--- src/rtl/pipe_mem_stage.sv ---
// rtl/pipe_mem_stage.sv - MEM stage: E/M register, data-memory handshake FSM, M/W register
// Optional alignment check enabled by defining PIPE_MEM_ALIGN_CHK_EN.
module pipe_mem_stage #(
    parameter int MAX_WAIT = 16
) (
    input  logic        clock_i,
    input  logic        reset_i,
    input  logic        ewreg_i,
    input  logic        em2reg_i,
    input  logic        ewmem_i,
    input  logic [31:0] ealu_i,
    input  logic [31:0] eb_i,
    input  logic [4:0]  ern_i,
    output logic        mstall_o,
    output logic        em_wreg_o,
    output logic        em_m2reg_o,
    output logic [4:0]  em_rn_o,
    output logic [31:0] em_alu_o,
    output logic        dmem_req_o,
    output logic        dmem_we_o,
    output logic [31:0] dmem_addr_o,
    output logic [31:0] dmem_wdata_o,
    input  logic [31:0] dmem_rdata_i,
    input  logic        dmem_ack_i,
    output logic        wwreg_o,
    output logic        wm2reg_o,
    output logic [4:0]  wrn_o,
    output logic [31:0] walu_o,
    output logic [31:0] wmo_o,
    output logic        mem_err_o,
    output logic        misalign_o
);

    localparam int CW = $clog2(MAX_WAIT + 2);

    typedef enum logic {IDLE, ACCESS} state_t;

    state_t        state_q, state_d;
    logic [CW-1:0] cnt_q, cnt_d;
    logic          em_wreg_q, em_wreg_d, em_m2reg_q, em_m2reg_d, em_wmem_q, em_wmem_d;
    logic          em_mis_q, em_mis_d;
    logic [4:0]    em_rn_q, em_rn_d;
    logic [31:0]   em_alu_q, em_alu_d, em_b_q, em_b_d;
    logic          wwreg_q, wwreg_d, wm2reg_q, wm2reg_d;
    logic [4:0]    wrn_q, wrn_d;
    logic [31:0]   walu_q, walu_d, wmo_q, wmo_d;
    logic          mem_err_q;

    logic e_memop, e_mis, access, abort, mstall, load_done;

    assign e_memop = ewmem_i | em2reg_i;
`ifdef PIPE_MEM_ALIGN_CHK_EN
    assign e_mis = e_memop & (ealu_i[1:0] != 2'b00);
`else
    assign e_mis = 1'b0;
`endif

    assign access    = (state_q == ACCESS);
    assign abort     = (MAX_WAIT != 0) && access && !dmem_ack_i
                       && (cnt_q == CW'(MAX_WAIT - 1));
    assign mstall    = access & ~dmem_ack_i & ~abort;
    // A combined load+store is treated as a store, so its read data is dropped.
    assign load_done = access & dmem_ack_i & em_m2reg_q & ~em_wmem_q;

    always_comb begin
        state_d    = state_q;
        cnt_d      = cnt_q;
        em_wreg_d  = em_wreg_q;
        em_m2reg_d = em_m2reg_q;
        em_wmem_d  = em_wmem_q;
        em_mis_d   = em_mis_q;
        em_rn_d    = em_rn_q;
        em_alu_d   = em_alu_q;
        em_b_d     = em_b_q;
        wwreg_d    = wwreg_q;
        wm2reg_d   = wm2reg_q;
        wrn_d      = wrn_q;
        walu_d     = walu_q;
        wmo_d      = wmo_q;
        if (mstall) begin
            cnt_d    = (cnt_q == '1) ? cnt_q : cnt_q + CW'(1);
            wwreg_d  = 1'b0;
            wm2reg_d = 1'b0;
        end else begin
            // Completion and load of the next op share one edge: back-to-back without a gap.
            state_d    = (e_memop & ~e_mis) ? ACCESS : IDLE;
            cnt_d      = '0;
            em_wreg_d  = ewreg_i;
            em_m2reg_d = em2reg_i;
            em_wmem_d  = ewmem_i;
            em_mis_d   = e_mis;
            em_rn_d    = ern_i;
            em_alu_d   = ealu_i;
            em_b_d     = eb_i;
            wwreg_d    = em_wreg_q & ~abort & ~em_mis_q;
            wm2reg_d   = em_m2reg_q & ~abort & ~em_mis_q;
            wrn_d      = em_rn_q;
            walu_d     = em_alu_q;
            wmo_d      = load_done ? dmem_rdata_i : 32'h0;
        end
    end

    always_ff @(posedge clock_i) begin
        if (reset_i) begin
            state_q    <= IDLE;
            cnt_q      <= '0;
            em_wreg_q  <= 1'b0;
            em_m2reg_q <= 1'b0;
            em_wmem_q  <= 1'b0;
            em_mis_q   <= 1'b0;
            em_rn_q    <= 5'h0;
            em_alu_q   <= 32'h0;
            em_b_q     <= 32'h0;
            wwreg_q    <= 1'b0;
            wm2reg_q   <= 1'b0;
            wrn_q      <= 5'h0;
            walu_q     <= 32'h0;
            wmo_q      <= 32'h0;
            mem_err_q  <= 1'b0;
        end else begin
            state_q    <= state_d;
            cnt_q      <= cnt_d;
            em_wreg_q  <= em_wreg_d;
            em_m2reg_q <= em_m2reg_d;
            em_wmem_q  <= em_wmem_d;
            em_mis_q   <= em_mis_d;
            em_rn_q    <= em_rn_d;
            em_alu_q   <= em_alu_d;
            em_b_q     <= em_b_d;
            wwreg_q    <= wwreg_d;
            wm2reg_q   <= wm2reg_d;
            wrn_q      <= wrn_d;
            walu_q     <= walu_d;
            wmo_q      <= wmo_d;
            mem_err_q  <= abort;
        end
    end

    assign mstall_o     = mstall;
    assign em_wreg_o    = em_wreg_q;
    assign em_m2reg_o   = em_m2reg_q;
    assign em_rn_o      = em_rn_q;
    assign em_alu_o     = em_alu_q;
    assign dmem_req_o   = access;
    assign dmem_we_o    = em_wmem_q;
    assign dmem_addr_o  = em_alu_q;
    assign dmem_wdata_o = em_b_q;
    assign wwreg_o      = wwreg_q;
    assign wm2reg_o     = wm2reg_q;
    assign wrn_o        = wrn_q;
    assign walu_o       = walu_q;
    assign wmo_o        = wmo_q;
    assign mem_err_o    = mem_err_q;
    assign misalign_o   = em_mis_q;

endmodule

--- config.mk ---
export PLATFORM = sky130hd
export DESIGN_NAME = pipe_mem_stage
export DESIGN_NICKNAME = d
export VERILOG_FILES = /design/src/rtl/pipe_mem_stage.sv
export SDC_FILE = /design/constraint.sdc
export NUM_CORES = 1
export LEC_CHECK = 0
export ABC_AREA = 1
export CORE_MARGIN = 5
export CORE_UTILIZATION = 35
export DETAILED_ROUTE_END_ITERATION = 8
export GPL_TIMING_DRIVEN = 0
export PLACE_DENSITY = 0.71
export SYNTH_ARGS = -nofsm -noshare
export SYNTH_HDL_FRONTEND = slang
export SYNTH_SLANG_ARGS = --single-unit
--- constraint.sdc ---
create_clock -name clock_i -period 2.1 [get_ports clock_i]
set_input_delay 0.315 -clock clock_i [delete_from_list [all_inputs] [get_ports clock_i]]
set_output_delay 0.315 -clock clock_i [all_outputs]
set_load 0.01 [all_outputs]
==> results.md, run 1 <==
- The signed area change from the synthesized netlist to the final layout is 66.4%.
- The critical path contains buffers and inverters numbering 3 combined.
- The top-area cell type share of the netlist area is 52.3%.
- The congestion estimate from routability-driven global placement came to 0.818.
- Summed over all nets, the switching power comes to 1750 uW.
- At the worst endpoint, the arrival time is 1630 ps.
- The clock network burns 43.5% of the power.
- The startpoint identified for the worst hold timing path is walu_o[29].
- The internal power consumption is 5600 uW.
- In the synthesized netlist the dominant register cell turns out to be dfxtp_1.
- The count of pins over their slew limit is 0.
- The average wire per standard cell is 14.7 um.
- The post-placement cell area is 8850 um^2.
- Summing every instance area after synthesis gives 5740 um^2.
- In this run, synthesis inferred 0 flip-flops with an integrated enable.
- Static timing analysis puts the maximum clock frequency at 515 MHz.
- Dividing the detail-routed via count by the number of cells gives 4.39.
- The count of port buffers added during placement is 284.
- The share of total power dissipated in combinational logic is 14.4%.
- Setup violations remaining at the end of the flow were counted as 0.
- The detailed-router iteration count before antenna repair is 4.
- The total power draw is 7340 uW.
- The worst path needs 1940 ps of the cycle, external delays included.
- Along the worst path, the maximum fanout reaches 4.
- The most frequent cell on the critical path is ha_2.
- The path type of the worst setup path is flip-flop to output port.
- The largest net degree at the start of global routing is 17.
- The synthesized design contains 150 register bits.
- The non-filler instance count after layout is 1302.
- The clock network latency to the later pin of the worst-skew pair is 420 ps.
- The detail route stage leaves a number of antenna-violating nets equal to 0.
- The sequential share of the synthesized area is 52.3%.
- The path category of the worst min-delay check is flip-flop to flip-flop.
- The initial antenna violation count is 0.
- In this run the power density over the cells is 769 nW/um^2.
- The clock-pin slew reported for the worst setup and hold paths after clock tree synthesis is 60 ps.
- The core area is 16000 um^2.
- For this run, the post-layout net count is 1183.
- Once the floorplan was initialized, standard cells occupied 35.9% of the core.
- The floorplan has 46 rows.
- The worst path uses 92.5% of the clock period.
- The horizontal extent of the die is 138 um.
- In this run the number of H-tree levels came out at 4.
- The repair_antennas step left the layout with diodes totalling 0.
- Hold timing on the final database bottoms out at a slack of 443 ps.
- The via count of the first global-routing pass is 5615.
- The most critical setup path has its startpoint at cnt_q[0].
- The worst setup path is launched from a flip-flop.
- The number of cells after detailed placement is 1265.
- The register-to-register setup slack is 170 ps.
- For this run, asynchronously set or reset flops after synthesis account for 0%.
- In the routed design, unresolved DRC markers number 0.
- The sequential power share is 42.1%.
- In this run the clock root is driven by a clkbuf_16.
- The average instance in the mapped netlist occupies 7.50 um^2.
- The total global routing overflow is 0.
- Once layout is complete, the utilization of the core stands at 59.7%.
- In this design, the largest share of critical-path delay is due to adder cells.
- The leading area contributor after synthesis is dfxtp_1.
- Counting every instance in the synthesized netlist gives 765.
- The die height is 138 um.
- The largest buffer count on any clock path is 2.
- The aggregate routed wire length is 19100 um.
- The number of top-level design ports is 286.
- The overall track demand over capacity in global routing is 19.8%.
- The half-perimeter wire length after placement is 14700 um.
- Buffers inserted during clock tree synthesis total 17.
- The fill cell total of the finished layout is 1508.
- The total leakage power is 0.00441 uW.
- The count of max-cap constraint violations is 0.
- Counting every sink on the clock net gives 150.
- The routed layout has 5721 vias.
- The worst slew margin relative to its limit is 65.0%.
- The required time of the critical path is 1780 ps.
- Yosys mapped the design onto 20 distinct sky130hd cell types.
- In this run switching power makes up 23.8% of total power.
- The cell with the largest stage delay on the worst path is dfxtp_2.
- The die covers 19100 um^2.
- The flow ran to the end, and the final reports show no timing, DRC or antenna violations.
- Setup repair after global routing left no endpoint under its margin.
- The clock skew after layout is 8.37 ps.
- The longest individual stage delay on the worst path is 340 ps.
- At the pin with the least slew margin, the transition time is 525 ps.
- The count of final hold-check violations is 0.
- The finished cells cover 9550 um^2.
- The critical path capture point type is an output port.
- The worst ir drop on vdd is 0.561 mV.
- Walking the worst path, the cells encountered are ha_2, and3_4, ha_2, inv_2, nand3_4, inv_1, buf_6.
- Of the cells placed in the final design, the portion with a size suffix greater than 1 is 10.7%.
- The initial detailed-routing violation count is 226.
- The first global-routing pass estimated 30700 um of wire.
- By area the synthesized netlist is led by dfxtp_1 52%, nand2_1 21%, nand3_1 9.6%, buf_4 5.4%, inv_1 2.8%.
- The worst register-to-register path begins at cnt_q[0].
- The count of synthesis-stage warnings from yosys is 0.
- TritonCTS built the clock tree.
- The synthesized netlist net count is 875.
==> layout by cell type (no fill, tap or decap) <==
cell type,synthesis,final
nand2_1,323,323
clkdlybuf4s50_1,0,283
dfxtp_1,150,148
nand3_1,110,110
buf_4,41,45
inv_1,43,42
nor3_1,32,32
buf_2,28,28
clkbuf_16,0,17
nor2_1,11,11
clkbuf_1,7,9
bufinv_16,0,4
buf_1,5,3
a21oi_1,3,3
clkinvlp_4,0,3
clkinv_4,0,3
inv_2,1,2
buf_6,0,2
clkbuf_2,0,2
xor2_1,2,2
ha_2,0,2
clkinv_2,0,2
dfxtp_2,0,2
nand3_4,0,1
and3_4,0,1
nor2_4,1,1
a21boi_0,1,1
nor4_1,1,1
ha_1,3,1
conb_1,1,1
buf_12,0,1
==> kinds of logic (layout without fill, tap and decap cells) <==
logic type,count (synthesis),after routing,share of synthesized area [%]
buffers and inverters,125,446,11.5
adders and majority gates,3,3,0.654
AOI/OAI and AO/OA,4,4,0.392
other,1,1,0.0653
and+or+nand+nor,480,480,34.8
xor gates and xnor gates,2,2,0.305
DFF,150,150,52.3
==> metal layers <==
metal  global-route usage (%)  vias to the layer above  routed length [um]
met5                        0                        -                   0
met4                     5.30                        0                 252
li1                         -                     2977                   -
met3                     8.83                       17                1870
met2                     33.7                      193                9100
met1                     22.8                     2534                7910
==> state kept, by name (all words and copies together) (netlist names) <==
register      count
cnt_q             5
dmem_addr_o      32
dmem_req_o        1
dmem_wdata_o     32
dmem_we_o         1
em_m2reg_o        1
em_rn_o           5
em_wreg_o         1
mem_err_o         1
walu_o           32
wm2reg_o          1
wmo_o            32
wrn_o             5
wwreg_o           1
==> repair_timing <==
item	4_1_cts	5_1_grt
buffers inserted	3	3
pin swaps	1	1
gates resized for setup	13	5
setup endpoints to repair	3	91
hold buffers	0	0
==> synthesized netlist by cell type, types with 3 or more instances <==
cell	n
nand3_1	110
ha_1	3
dfxtp_1	150
clkbuf_1	7
nor2_1	11
buf_4	41
a21oi_1	3
nand2_1	323
buf_2	28
nor3_1	32
inv_1	43
buf_1	5
==> tightest hold or removal path, delay by kind of cell (launching register included) <==
family	cells	cell delay, ps
DFF	1	310
and+or+nand+nor	2	100
==> through the flow <==
| stage | setup WS [ps] | TNS [ps] |
|---|---|---|
| 2_1_floorplan | 398 | 0 |
| 3_3_place_gp | -353 | -353 |
| 6_report | 158 | 0 |
| 5_1_grt | 17.9 | 0 |
| 4_1_cts | 0.525 | 0 |
| 3_5_place_dp | -375 | -375 |
==> power by group through the flow <==
| stage | Combinational (uW) | Sequential [uW] | Clock [uW] |
|---|---|---|---|
| 2_1_floorplan | 341 | 3200 | 0 |
| 3_3_place_gp | 1050 | 3150 | 0 |
| 3_5_place_dp | 1060 | 3150 | 0 |
| 4_1_cts | 1070 | 3090 | 3250 |
| 5_1_grt | 1150 | 3110 | 3400 |
| 6_report | 1060 | 3090 | 3190 |
==> area by class of cell <==
cell class	instances	area, um^2	share of cell area (%)
Timing Repair Buffer	290	2900	30.4
Clock inverter	12	179	1.87
Multi-Input combinational cell	490	2100	22.0
Sequential cell	150	3010	31.5
Tap cell	216	270	2.83
Inverter	44	165	1.73
Clock buffer	20	437	4.57
Buffer	80	495	5.19
==> worst paths after layout <==
kind / cells after the start / end
max: 7 / mstall_o
min: 2 / walu_o[29]
max reg2reg: 10 / walu_o[28]
min reg2reg: 2 / walu_o[29]
(Power assumes the default switching activity.)
==> run 2, diff against run 1 <==
Settings changed: TNS_END_PERCENT set to 50.
==> results of run 2 <==
No change in the layout: final DEF, timing and power equal those of run 1.
